===== config.mk =====
export PLATFORM = sky130hd
export DESIGN_NAME = pipe_stage_reg_flat
export DESIGN_NICKNAME = d
export VERILOG_FILES = /design/src/rtl/pipe_stage_reg_if.sv /design/src/rtl/pipe_stage_reg.sv /design/src/flat_wrapper.sv
export SDC_FILE = /design/constraint.sdc
export NUM_CORES = 1
export LEC_CHECK = 0
export CAP_MARGIN = 10
export CORE_ASPECT_RATIO = 1.1
export CORE_MARGIN = 2
export CORE_UTILIZATION = 35
export CTS_CLUSTER_SIZE = 28
export DETAILED_ROUTE_END_ITERATION = 10
export PLACE_DENSITY_LB_ADDON = 0.08
export SKIP_LAST_GASP = 1
export SLEW_MARGIN = 30
export SYNTH_ARGS = -nofsm -noshare
export SYNTH_HDL_FRONTEND = slang
export SYNTH_SLANG_ARGS = --single-unit

===== constraint.sdc =====
create_clock -name clk -period 4.1 [get_ports clk]
set_input_delay 0.41 -clock clk [delete_from_list [all_inputs] [get_ports clk]]
set_output_delay 0.41 -clock clk [all_outputs]
set_load 0.05 [all_outputs]

===== src/rtl/pipe_stage_reg_if.sv =====
// ============================================================================
// Module      : pipe_stage_reg_if
// Description : Valid/ready handshake bundle for the skid-buffered pipe stage,
//               including hazard controls and status outputs.
// Revision    : 1.0 - initial release
// ============================================================================
`default_nettype none

interface pipe_stage_reg_if #(
    parameter int WIDTH = 32,
    parameter int CNT_W = 16
);
    logic             in_valid;
    logic [WIDTH-1:0] in_data;
    logic             in_ready;
    logic             out_valid;
    logic [WIDTH-1:0] out_data;
    logic             out_ready;
    logic             stall;
    logic             flush;
    logic [1:0]       occupancy;
    logic [CNT_W-1:0] stall_cnt;

    // Upstream/downstream driver side
    modport master (
        output in_valid,
        output in_data,
        output out_ready,
        output stall,
        output flush,
        input  in_ready,
        input  out_valid,
        input  out_data,
        input  occupancy,
        input  stall_cnt
    );

    // Pipe stage side
    modport slave (
        input  in_valid,
        input  in_data,
        input  out_ready,
        input  stall,
        input  flush,
        output in_ready,
        output out_valid,
        output out_data,
        output occupancy,
        output stall_cnt
    );
endinterface

`default_nettype wire


===== src/rtl/pipe_stage_reg.sv =====
// ============================================================================
// Module      : pipe_stage_reg
// Description : Two-entry (main + skid) pipeline register with stall, flush,
//               occupancy report and a saturating blocked-output counter.
// Revision    : 1.0 - initial release
// ============================================================================
`default_nettype none

module pipe_stage_reg #(
    parameter int               WIDTH     = 32,
    parameter logic [WIDTH-1:0] FLUSH_VAL = '0,
    parameter int               CNT_W     = 16
) (
    input  wire logic        clk,
    input  wire logic        rst,
    pipe_stage_reg_if.slave  bus
);

    localparam logic [1:0]       S_EMPTY   = 2'd0;
    localparam logic [1:0]       S_ONE     = 2'd1;
    localparam logic [1:0]       S_FULL    = 2'd2;
    localparam logic [CNT_W-1:0] C_CNT_MAX = {CNT_W{1'b1}};

    logic [1:0]       state_q;
    logic [1:0]       state_d;
    logic [WIDTH-1:0] m_data_q;
    logic [WIDTH-1:0] m_data_d;
    logic [WIDTH-1:0] s_data_q;
    logic [WIDTH-1:0] s_data_d;
    logic [CNT_W-1:0] stall_cnt_q;
    logic [CNT_W-1:0] stall_cnt_d;

    logic m_valid;
    logic s_valid;
    logic accept;
    logic drain;

    // ------------------------------------------------------------------------
    // State register
    // ------------------------------------------------------------------------
    always_ff @(posedge clk or posedge rst) begin
        if (rst) begin
            state_q <= S_EMPTY;
        end else begin
            state_q <= state_d;
        end
    end

    // ------------------------------------------------------------------------
    // Next-state logic; flush overrides every transfer in the same cycle
    // ------------------------------------------------------------------------
    always_comb begin
        state_d = state_q;
        if (bus.flush) begin
            state_d = S_EMPTY;
        end else begin
            case (state_q)
                S_EMPTY: begin
                    if (accept) begin
                        state_d = S_ONE;
                    end
                end
                S_ONE: begin
                    if (accept && !drain) begin
                        state_d = S_FULL;
                    end else if (drain && !accept) begin
                        state_d = S_EMPTY;
                    end
                end
                S_FULL: begin
                    if (drain) begin
                        state_d = S_ONE;
                    end
                end
                default: begin
                    state_d = S_EMPTY;
                end
            endcase
        end
    end

    // ------------------------------------------------------------------------
    // State-decoded outputs; in_ready depends on registered state only
    // ------------------------------------------------------------------------
    always_comb begin
        m_valid = 1'b0;
        s_valid = 1'b0;
        case (state_q)
            S_ONE: begin
                m_valid = 1'b1;
            end
            S_FULL: begin
                m_valid = 1'b1;
                s_valid = 1'b1;
            end
            default: begin
                m_valid = 1'b0;
                s_valid = 1'b0;
            end
        endcase
    end

    assign accept        = bus.in_valid & ~s_valid;
    assign drain         = m_valid & bus.out_ready & ~bus.stall;

    assign bus.in_ready  = ~s_valid;
    assign bus.out_valid = m_valid;
    assign bus.out_data  = m_data_q;
    assign bus.occupancy = {1'b0, m_valid} + {1'b0, s_valid};
    assign bus.stall_cnt = stall_cnt_q;

    // ------------------------------------------------------------------------
    // Payload next-state
    // ------------------------------------------------------------------------
    always_comb begin
        m_data_d = m_data_q;
        s_data_d = s_data_q;
        if (bus.flush) begin
            m_data_d = FLUSH_VAL;
            s_data_d = FLUSH_VAL;
        end else begin
            case (state_q)
                S_EMPTY: begin
                    if (accept) begin
                        m_data_d = bus.in_data;
                    end
                end
                S_ONE: begin
                    if (accept && drain) begin
                        m_data_d = bus.in_data;
                    end else if (accept) begin
                        s_data_d = bus.in_data;
                    end
                end
                S_FULL: begin
                    if (drain) begin
                        m_data_d = s_data_q;
                    end
                end
                default: begin
                    m_data_d = m_data_q;
                end
            endcase
        end
    end

    // Counter is deliberately untouched by flush; only reset clears it
    always_comb begin
        stall_cnt_d = stall_cnt_q;
        if (m_valid && !drain && !bus.flush && (stall_cnt_q != C_CNT_MAX)) begin
            stall_cnt_d = stall_cnt_q + 1'b1;
        end
    end

    always_ff @(posedge clk or posedge rst) begin
        if (rst) begin
            m_data_q    <= FLUSH_VAL;
            s_data_q    <= FLUSH_VAL;
            stall_cnt_q <= '0;
        end else begin
            m_data_q    <= m_data_d;
            s_data_q    <= s_data_d;
            stall_cnt_q <= stall_cnt_d;
        end
    end

endmodule

`default_nettype wire


===== src/flat_wrapper.sv =====
// flat-port wrapper written by rule: the top's interface ports become plain ports
module pipe_stage_reg_flat 
#(
    parameter int               WIDTH     = 32,
    parameter logic [WIDTH-1:0] FLUSH_VAL = '0,
    parameter int               CNT_W     = 16
)
  (clk, rst, bus_in_valid, bus_in_data, bus_out_ready, bus_stall, bus_flush, bus_in_ready, bus_out_valid, bus_out_data, bus_occupancy, bus_stall_cnt);
  pipe_stage_reg_if #(.WIDTH(WIDTH), .CNT_W(CNT_W)) bus_i ();
  input  wire logic clk;
  input  wire logic rst;
  input wire logic [$bits(bus_i.in_valid)-1:0] bus_in_valid;
  input wire logic [$bits(bus_i.in_data)-1:0] bus_in_data;
  input wire logic [$bits(bus_i.out_ready)-1:0] bus_out_ready;
  input wire logic [$bits(bus_i.stall)-1:0] bus_stall;
  input wire logic [$bits(bus_i.flush)-1:0] bus_flush;
  output wire logic [$bits(bus_i.in_ready)-1:0] bus_in_ready;
  output wire logic [$bits(bus_i.out_valid)-1:0] bus_out_valid;
  output wire logic [$bits(bus_i.out_data)-1:0] bus_out_data;
  output wire logic [$bits(bus_i.occupancy)-1:0] bus_occupancy;
  output wire logic [$bits(bus_i.stall_cnt)-1:0] bus_stall_cnt;
  assign bus_i.in_valid = bus_in_valid;
  assign bus_i.in_data = bus_in_data;
  assign bus_i.out_ready = bus_out_ready;
  assign bus_i.stall = bus_stall;
  assign bus_i.flush = bus_flush;
  assign bus_in_ready = bus_i.in_ready;
  assign bus_out_valid = bus_i.out_valid;
  assign bus_out_data = bus_i.out_data;
  assign bus_occupancy = bus_i.occupancy;
  assign bus_stall_cnt = bus_i.stall_cnt;
  pipe_stage_reg #(.WIDTH(WIDTH), .FLUSH_VAL(FLUSH_VAL), .CNT_W(CNT_W)) u_core (.clk(clk), .rst(rst), .bus(bus_i));
endmodule

# Word-level counts from Yosys, hierarchy flattened
# Index checks and enable logic that the tools add are counted.
# totals
regBits	82
input_bits	38
output_inout_bits	52
wordCells	52
# op_classes
addsub	2
n_eq_ne	8
n_mux	16
bitwise	5
n_reduce_logical	17
# op_table
cell	count
2-to-1 mux 32 bit	7
one-hot mux 32 bit (3 select lines)	1
adder 16 x 1 -> 16 bit (second input constant)	1
inequality test 16 bit (second input constant)	1
2-to-1 mux 2 bit	5
inequality test 3 x 2 -> 1 bit (second input constant)	3
logical AND 1 bit	6
one-hot mux 2 bit (3 select lines)	1
AND reduction 3 bit	2
inequality test 4 x 2 -> 1 bit (second input constant)	1
AND reduction 4 bit	1
nonzero test 2 bit	2
nonzero test 4 bit	1
bitwise AND 1 bit	3
logical NOT 1 bit	3
adder 1 x 1 -> 2 bit	1
== test 2 x 1 -> 1 bit (second input constant)	1
== test 2 bit (second input constant)	1
logical NOT 2 bit	1
2-to-1 mux 1 bit	2
inequality test 2 bit (second input constant)	1
NOT 1 bit	2
OR reduction 2 bit	1

# Longest topological paths before layout
# logic_depth
word_depth	10
ltp_mapped	11
ltp_nobuf	9

# Worst setup path before layout
# No wires, ideal clock.
# synth_path
path_type	register to register
start	register u_core.state_q[0]
end	register u_core.m_data_q[10], in the netlist u_core.bus.out_data[10]
setup_time_ps	94
arrival_ps	2412
required_ps	4006
setup_slack_ps	1594
path_stages_with_launch	12
path_cell_list	dfrtp_1 -> inv_1 -> ha_1 -> buf_2 -> nor2b_1 -> ha_1 -> nor2b_1 -> nor2_1 -> and2_1 -> clkbuf_1 -> buf_2 -> a211oi_1
# synth_between
elab_chain_len	8
word_cells_on_any_way	18
# synth_lines
item	line	source
from (decl)	pipe_stage_reg.sv:24	logic [1:0] state_q;
from (signal assigned)	pipe_stage_reg.sv:45	state_q <= state_d;
== test 2 x 1 -> 1 bit or == test 2 bit (tied branches)	pipe_stage_reg.sv:88, pipe_stage_reg.sv:122	
OR reduction 2 bit (no line)	n/a	
2-to-1 mux 1 bit	pipe_stage_reg.sv:88	case (state_q)
bitwise AND 1 bit (2 in a row)	pipe_stage_reg.sv:104	assign drain = m_valid & bus.out_ready & ~bus.stall;
logical AND 1 bit	pipe_stage_reg.sv:129	if (accept && drain) begin
inequality test 3 x 2 -> 1 bit (no line)	n/a	
AND reduction 4 bit (no line)	n/a	
to (signal assigned)	pipe_stage_reg.sv:161	m_data_q <= m_data_d;
to (decl)	pipe_stage_reg.sv:26	logic [WIDTH-1:0] m_data_q;
# Several ways; a longest one is shown, not always the timed one.
# A chain may end at the register's enable or synchronous reset.

# Worst setup path in the final report
# layout_path
start	register u_core.state_q[0]
end	output bus_occupancy[1]
# layout_between
elab_chain_len	4
word_cells_on_any_way	6
# layout_lines
item	line	source
== test 2 x 1 -> 1 bit or == test 2 bit (tied branches)	pipe_stage_reg.sv:88	
OR reduction 2 bit (no line)	n/a	
2-to-1 mux 1 bit	pipe_stage_reg.sv:88	
adder 1 x 1 -> 2 bit (*)	pipe_stage_reg.sv:109	assign bus.occupancy = {1'b0, m_valid} + {1'b0, s_valid};
to (decl)	flat_wrapper.sv:20	output wire logic [$bits(bus_i.occupancy)-1:0] bus_occupancy;
# Mark *: on every way between the ends. The rest lies on a longest branch, timed or not.

==> results by group <==
Run status
  – Outcome: finished clean

STA
  – Worst slew margin: 49.7%
  – Final Hold Viols: 0
  – Worst clock skew: 0.0114 ns
  – Slew Limit Fails: 0
  – Tmin final: 3.19 ns
  – Worst-Margin Slew: 0.755 ns
  – Final worst path period share: 77.8%
  – Setup violators final: 0
  – RSZ-0062 raised after global routing: no
  – F_max: 313 MHz
  – Final TNS setup: 0 ns

Clock tree
  – Clk slew on worst S/H paths: 0.06 ns
  – Root buf cell: clkbuf_16
  – # Post-CTS Setup Buffers: 0
  – Clock sinks: 82
  – TritonCTS clock tree: yes
  – Cts hold-fix bufs: 0
  – Post-cts sizing count: 0
  – Clk buf depth: 2
  – H-tree levels: 3
  – Clock insertion delay at the later pin of the skew report: 0.34 ns
  – Num CTS Buffers: 9

Setup path
  – R2r endpoint: u_core.bus.out_data[30]
  – CP Max Fanout: 21
  – Worst Path Class, Setup: reg2out
  – Crit end category: output port
  – R2R Path Start: u_core.state_q[0]
  – Reg2Reg Setup Slack: 1.27 ns
  – WP data required: 3.69 ns
  – CP Launch Type: register
  – R2R depth: 9
  – Worst EP arrival: 2.78 ns

Synth
  – Mean Syn Cell Area: 10.0 um^2
  – Main flop type after synthesis: dfrtp_1
  – Seq cells post-synth: 82
  – Synth unique cells: 37
  – EDFF count, synth: 0
  – Synthesized area: 0.00397 mm^2
  – Async SR Flop Fraction: 100%
  – Yosys warning total: 0
  – Post-Synthesis Cells: 397
  – Seq/Total Area, Yosys: 51.7%
  – Post-Syn Nets: 442

Finish
  – Post-route cell area: 0.00528 mm^2
  – Share of cells above drive strength 1: 8.32%
  – Ant. Diodes: 0
  – Commonest non-fill, non-tap cell in the layout: clkdlybuf4s50_1
  – Final nets: 521
  – Final std cells w/o fill: 628
  – Layout area overhead: 33.0%
  – Commonest cells after routing, fill and taps aside: clkdlybuf4s50_1 (88), dfrtp_1 (82), nand2_1 (74)

GRT
  – Grt ovf: 0
  – Largest net degree at the start of global routing: 70
  – Number of global-route vias before repair: 3135
  – Initial antenna violation count: 0
  – First-pass GRT wire length: 16300 um
  – Overall Global Routing Usage: 17.2%

Routing
  – Vias post-DR: 3211
  – ANT nets after route: 0
  – DRC violations left: 0
  – Routed len/inst: 16.4 um
  – Via-per-instance ratio: 5.11
  – Pre-antenna DRT Iters: 4
  – DRT iter0 DRCs: 148
  – WL final: 10300 um

Die
  – Die W: 106 um
  – Vert. Die Dim: 116 um
  – Std-Cell Core Area: 0.0110 mm^2
  – Initial Utilization: 36.1%
  – Boundary Pins: 90
  – Die ar.: 0.0122 mm^2
  – FP Rows: 40

Placement
  – Final Wtd Congestion: 0.819
  – Port Buffer Count: 89
  – Dpl cells: 612
  – Placed Area: 0.00499 mm^2
  – Hpwl dp: 6490 um

Pwr
  – Logic pwr share: 46.2%
  – Share of power burned in registers: 31.6%
  – PD cells: 690 mW/mm^2
  – Net Sw Frac: 44.1%
  – Worst VDD drop: 0.305 mV
  – Tot Pwr: 3.65 mW
  – Clk pwr share: 22.2%
  – Int Pwr: 2.04 mW
  – Leak Pwr: 2.12 nW
  – Sw Pwr: 1.61 mW

Flow run
  – Reported max-cap violation count: 0

Min path
  – HP Class: in2async
sequential cells by signal, summed over array words and instances, names as in the netlist:
signal and count:
u_core.bus.out_data 32, u_core.s_data_q 32, u_core.state_q 2, u_core.bus.stall_cnt 16
how the worst max path moves through the flow:
stage | startpoint | endpoint
2_1_floorplan | rst | u_core.bus.out_data[0]
4_1_cts | u_core.state_q[0] | bus_occupancy[1]
3_3_place_gp | u_core.state_q[0] | bus_occupancy[1]
6_report | u_core.state_q[0] | bus_occupancy[1]
3_5_place_dp | bus_in_valid | u_core.bus.out_data[7]
5_1_grt | u_core.state_q[0] | bus_occupancy[1]
stage by stage:
step                      setup WS (ns)  hold slack, ns  util, %
after global routing              0.820           0.423     48.0
after global placement             1.28           0.482     45.3
final                             0.909           0.383     48.0
after floorplan                    1.58           0.501        -
after detailed placement           1.23           0.484     45.3
after CTS                         0.870           0.393     48.0
critical path, cell delays in order (launching register included):
cell	delay (ns)
dfrtp_1	0.41
inv_1	0.11
ha_2	0.57
buf_4	0.46
clkdlybuf4s50_1	0.88
cells by family (layout without fill, tap and decap cells):
kind of cell | after synthesis | count (layout) | share of synthesized area, %
AOI/OAI and AO/OA | 108 | 108 | 16.3
xor gates and xnor gates | 8 | 8 | 1.76
adders and majority gates | 7 | 7 | 2.21
buffers and inverters | 35 | 119 | 3.72
DFF | 82 | 82 | 51.7
muxes | 39 | 39 | 10.1
and+or+nand+nor | 118 | 118 | 14.3
power groups by stage:
stage               Sequential (mW)  Clock [mW]  Combinational (mW)
global placement               1.16           0                1.69
finish                         1.15       0.811                1.68
floorplan                      1.67           0               0.618
CTS                            1.15       0.825                1.70
detailed placement             1.16           0                1.70
global route                   1.17       0.861                1.80
cells in the mapped netlist (4+ instances only):
master     n  area (um^2)
nor2_1     6         22.5
inv_1      6         22.5
clkbuf_1  19         71.3
xnor2_1    5         43.8
mux2i_1   32          320
nor2b_1    4         25.0
nand3_1    6         30.0
a211oi_1  32          240
nand2_1   74          278
ha_1       7         87.6
dfrtp_1   82         2050
o21ai_0    4         20.0
nand4_1    4         25.0
buf_2      7         35.0
a21oi_1   66          330
mux2_2     7         78.8
area by class of cell:
type / instances / area, um^2
clock inverters: 6 / 65.1
fillers: 1069 / 5730
repair buffers: 97 / 946
inverters: 6 / 23.8
clock buffers: 10 / 229
multi-input cells: 280 / 1780
flip-flops and latches: 82 / 2050
well taps: 147 / 184
per-layer routing:
metal	routed length [um]	track usage [%]	part of all wire, %
met3	408	2.42	4.0
met2	5010	29.5	49
met1	4710	22.3	46
met5	0	0	0
met4	155	6.84	1.5
No activity file was read; power rests on OpenSTA's default activity.
==> edit 1, RTL diff (config.mk and constraints unchanged) <==
`CNT_W` is set to 16 in 3 places; all go to 24.
--- a/src/rtl/pipe_stage_reg_if.sv
+++ b/src/rtl/pipe_stage_reg_if.sv
@@ -8,7 +8,7 @@
 
 interface pipe_stage_reg_if #(
     parameter int WIDTH = 32,
-    parameter int CNT_W = 16
+    parameter int CNT_W = 24
 );
     logic             in_valid;
     logic [WIDTH-1:0] in_data;
--- a/src/rtl/pipe_stage_reg.sv
+++ b/src/rtl/pipe_stage_reg.sv
@@ -9,7 +9,7 @@
 module pipe_stage_reg #(
     parameter int               WIDTH     = 32,
     parameter logic [WIDTH-1:0] FLUSH_VAL = '0,
-    parameter int               CNT_W     = 16
+    parameter int               CNT_W     = 24
 ) (
     input  wire logic        clk,
     input  wire logic        rst,
--- a/src/flat_wrapper.sv
+++ b/src/flat_wrapper.sv
@@ -3,7 +3,7 @@
 #(
     parameter int               WIDTH     = 32,
     parameter logic [WIDTH-1:0] FLUSH_VAL = '0,
-    parameter int               CNT_W     = 16
+    parameter int               CNT_W     = 24
 )
   (clk, rst, bus_in_valid, bus_in_data, bus_out_ready, bus_stall, bus_flush, bus_in_ready, bus_out_valid, bus_out_data, bus_occupancy, bus_stall_cnt);
   pipe_stage_reg_if #(.WIDTH(WIDTH), .CNT_W(CNT_W)) bus_i ();
Interface: changed (resized bus_stall_cnt); port bits go from 90 to 98. The function was not compared with the original's and may differ.
==> edit 1 against the original RTL <==
Routed wire length fell by 2.0%. Clock power rose by 2.7%. Synthesized area rose by 7.9%. Register-to-register slack improved by 240 ps. Power rose by 4.0%. Sequential cell count rose by 8. Design area rose by 7.6%. Worst setup slack improved by 290 ps. Critical endpoint unchanged.
==> edit 1: results (changes against the original RTL) <==
[worst_setup_path]
slowest_delay_ps=920  ; +40 ps
r2r_slack_ps=1510  ; +240 ps
r2r_end=u_core.bus.out_data[13]$_DFFE_PP0P_
arrival_ps=2490  ; -290 ps
r2r_cells=11  ; +2

[place]
dp_slack_ps=1380  ; +157 ps
dp_hpwl_mm=6.50  ; about the same
gp_congestion=0.745  ; -9.0%

[detailed_routing]
wire_per_inst_um=14.9  ; -8.8%
drt_iter0_drc=176  ; +19%
dr_total_vias=3310  ; +3.1%

[synth]
yosys.area_share.xor_xnor_pct=4.09  ; +2.3 points
synthCells=429  ; +8.1%
yosysSeqAreaShare_pct=52.5  ; +0.87 points
synth.top_cells.by_count=90 x dfrtp_1, 77 x nand2_1, 45 x nor2_1, 38 x a21oi_1
synth.area.top_cells=dfrtp_1 53%, mux2i_1 7.7%, nand2_1 6.7%
synth_cell_types=41  ; +11%
synth_compound_area_share_pct=12.2  ; -4.1 points
netlist_area_um2=4290  ; +7.9%
synthMuxAreaShare_pct=7.97  ; -2.1 points
ys_ff_latch=90  ; +9.8%

[global_routing]
grt_first_pass_wirelength_mm=16.9  ; +3.5%
grt.total_usage_pct=16.4  ; -0.90 points

[power_and_ir_drop]
power_leakage_uw=0.00234  ; +10%

[final_layout]
multiInputGateArea_um2=1890  ; +5.7%
clk_share_pct=5.24  ; -0.32 points
instances_no_fill=675  ; +7.5%
clkbuf_count=12  ; +2

[timing]
slew_headroom_pct=47.6  ; -2.1 points
setup_ws_ps=1200  ; +289 ps

[outcome]
outcome=finished clean

[edit 1: cell count changes in the layout (fill, tap and decap cells not counted), moves of 5 or more]
cell | before | now
dfrtp_1 | 82 | 90
nand3_1 | 6 | 11
clkdlybuf4s50_1 | 88 | 96
nor2_1 | 5 | 45
mux2_2 | 7 | 0
a21oi_1 | 66 | 38
xor2_1 | 3 | 13
[edit 1: per-layer routing]
| layer | part of all wire, % | global-route usage [%] | routed length (um) | vias up |
|---|---|---|---|---|
| met3 | 4.3 | 3.04 | 435 | 16 |
| met1 | 47 | 22.4 | 4720 | 1565 |
| li1 | - | - | - | 1658 |
| met5 | 0 | 0 | 0 | - |
| met4 | 2.1 | 6.57 | 208 | 0 |
| met2 | 47 | 25.4 | 4720 | 71 |
[edit 1: power by group]
group          internal, uW  total [uW]  leakage (uW)  switching, uW
logic                   569        1720      0.000984           1150
registers              1100        1240       0.00121            140
clock network           490         833      0.000143            343
total                  2160        3790       0.00234           1630
==> edit 2, RTL diff (config.mk and constraints unchanged) <==
Without the edit above. Reset style: synchronous (`rst`), changed in 2 clocked blocks.
--- a/src/rtl/pipe_stage_reg.sv
+++ b/src/rtl/pipe_stage_reg.sv
@@ -38,7 +38,7 @@
     // ------------------------------------------------------------------------
     // State register
     // ------------------------------------------------------------------------
-    always_ff @(posedge clk or posedge rst) begin
+    always_ff @(posedge clk) begin
         if (rst) begin
             state_q <= S_EMPTY;
         end else begin
@@ -152,7 +152,7 @@
         end
     end
 
-    always_ff @(posedge clk or posedge rst) begin
+    always_ff @(posedge clk) begin
         if (rst) begin
             m_data_q    <= FLUSH_VAL;
             s_data_q    <= FLUSH_VAL;
Formal check against the unedited RTL: differs if rst is asserted again (counterexample within 4 cycles, from zero or initial values and one cycle with rst high); with rst held inactive, the same outputs for 10 cycles.
==> edit 2 against the original RTL <==
Synthesized area shrank 7.7%. Worst hold slack improved by 70 ps. Maximum frequency increased by 16%. Worst setup slack gained 440 ps. Sequential cell count is the same. Routed wire length fell by 8.2%. Design area fell by 6.0%.
Power is not compared: it rests on default switching activity, and its combinational part moved more than twofold at a synthesized area within 25%.
==> edit 2: results (changes against the original RTL) <==
[outcome]
outcome=finished clean

[place]
placed_area_um2=4680  ; -6.3%
dp_slack_ps=1250  ; +18.4 ps
dp.cells=626  ; +2.3%
gp_congestion=0.746  ; -8.8%

[final_layout]
instances_no_fill=641  ; +2.1%
layout-drive-gt1-share_pct=7.63  ; -0.69 points

[global_routing]
grt_max_degree=35  ; -50%
use_met3_pct=3.89  ; +1.5 points
grt_use_met2_pct=26.0  ; -3.5 points
grt_first_pass_wirelength_mm=15.7  ; -3.7%
grtUsageMet1_pct=24.9  ; +2.6 points
grt.total_usage_pct=17.4  ; +0.11 points
grt_pass1_vias=3066  ; -2.2%

[synth]
yosys.area_share.xor_xnor_pct=0  ; -1.8 points
synth_compound_area_share_pct=16.1  ; -0.18 points
synthCells=418  ; +5.3%
yosysSeqAreaShare_pct=44.8  ; -6.9 points
synthMuxAreaShare_pct=10.3  ; +0.22 points
synth_fa_ha_area_share_pct=1.71  ; -0.50 points
synth.top_cells.by_count=82 x dfxtp_1, 72 x nand2_1, 43 x a21oi_1, 33 x nor3_1
synth_cell_types=41  ; +11%
synth-main-ff-cell=dfxtp_1
async_flop_share_pct=0  ; -100 points
synth.area.top_cells=dfxtp_1 45%, mux2i_1 8.7%, nand2_1 7.4%

[clocking]
post-cts-setup-buffer-count=0  ; unchanged
ctsResizeCount=0  ; unchanged

[detailed_routing]
drt_iter0_drc=111  ; -25%
routedLengthMet1_mm=4.57  ; -3.0%
wl_met3_um=417  ; +2.2%
wire_per_inst_um=14.7  ; -10%

[worst_setup_path]
worstSetupPathType=reg2reg
r2r_cells=8  ; -1
r2r_start=u_core.state_q[0]$_SDFFE_PP0P_
r2r_end=u_core.bus.out_data[24]$_SDFFE_PP0P_
arrival_ps=2960  ; +180 ps
r2r_slack_ps=1350  ; +80 ps
cp_max_fo=33  ; +57%

[power_and_ir_drop]
ir_drop_v=0.000224
power_leakage_uw=0.00157

[timing]
hold_ws_ps=453  ; +70.2 ps
worst_pin_slew_ps=798  ; +42.9 ps

[min_path]
holdCritPathClass=reg2reg

-- edit 2: cell types whose count changed in the layout (fill, tap and decap cells not counted), moves of 3 or more --
cell      delta
a21oi_1     -23
clkbuf_8     +4
clkinv_2     -3
dfrtp_1     -82
dfxtp_1     +82
nor2_1       +3
nor3_1      +30
o31ai_1      +6
or4_1        +8
xnor2_1      -5
xor2_1       -3
-- edit 2: where the power goes --
group	internal, uW	switching, uW	total (uW)
Clock	473	304	778
Sequential	821	15.1	836
Combinational	113	173	286
-- edit 2: area by class of cell --
class / instances / area (um2) / share of cell area [%]
inverter: 4 / 15.0 / 0.302
sequential: 82 / 1640 / 33.0
clock inverter: 1 / 7.51 / 0.151
tap: 143 / 179 / 3.60
multi-input combinational: 299 / 1870 / 37.6
clock buffer: 14 / 284 / 5.72
timing repair buffer: 98 / 971 / 19.5
-- edit 2: worst max-delay path, cell delays in order (launching register included) --
cell and delay (ps):
dfxtp_1 380, inv_1 80, ha_1 230, or2_2 360
a311oi_4 210, buf_4 360, or2_1 540, buf_4 340
a211oi_1 110
-- edit 2: worst max-delay path by stage --
stage                                                  endpoint  slack (ps)  cells past startpoint
after floorplan           u_core.bus.stall_cnt[14]$_SDFFE_PP0P_        1780                      7
after global placement     u_core.bus.out_data[25]$_SDFFE_PP0P_        1290                      7
after detailed placement   u_core.bus.out_data[22]$_SDFFE_PP0P_        1250                      7
after CTS                                      bus_occupancy[1]        1330                      3
after global routing       u_core.bus.out_data[14]$_SDFFE_PP0P_        1130                      8
final                      u_core.bus.out_data[24]$_SDFFE_PP0P_        1350                      8
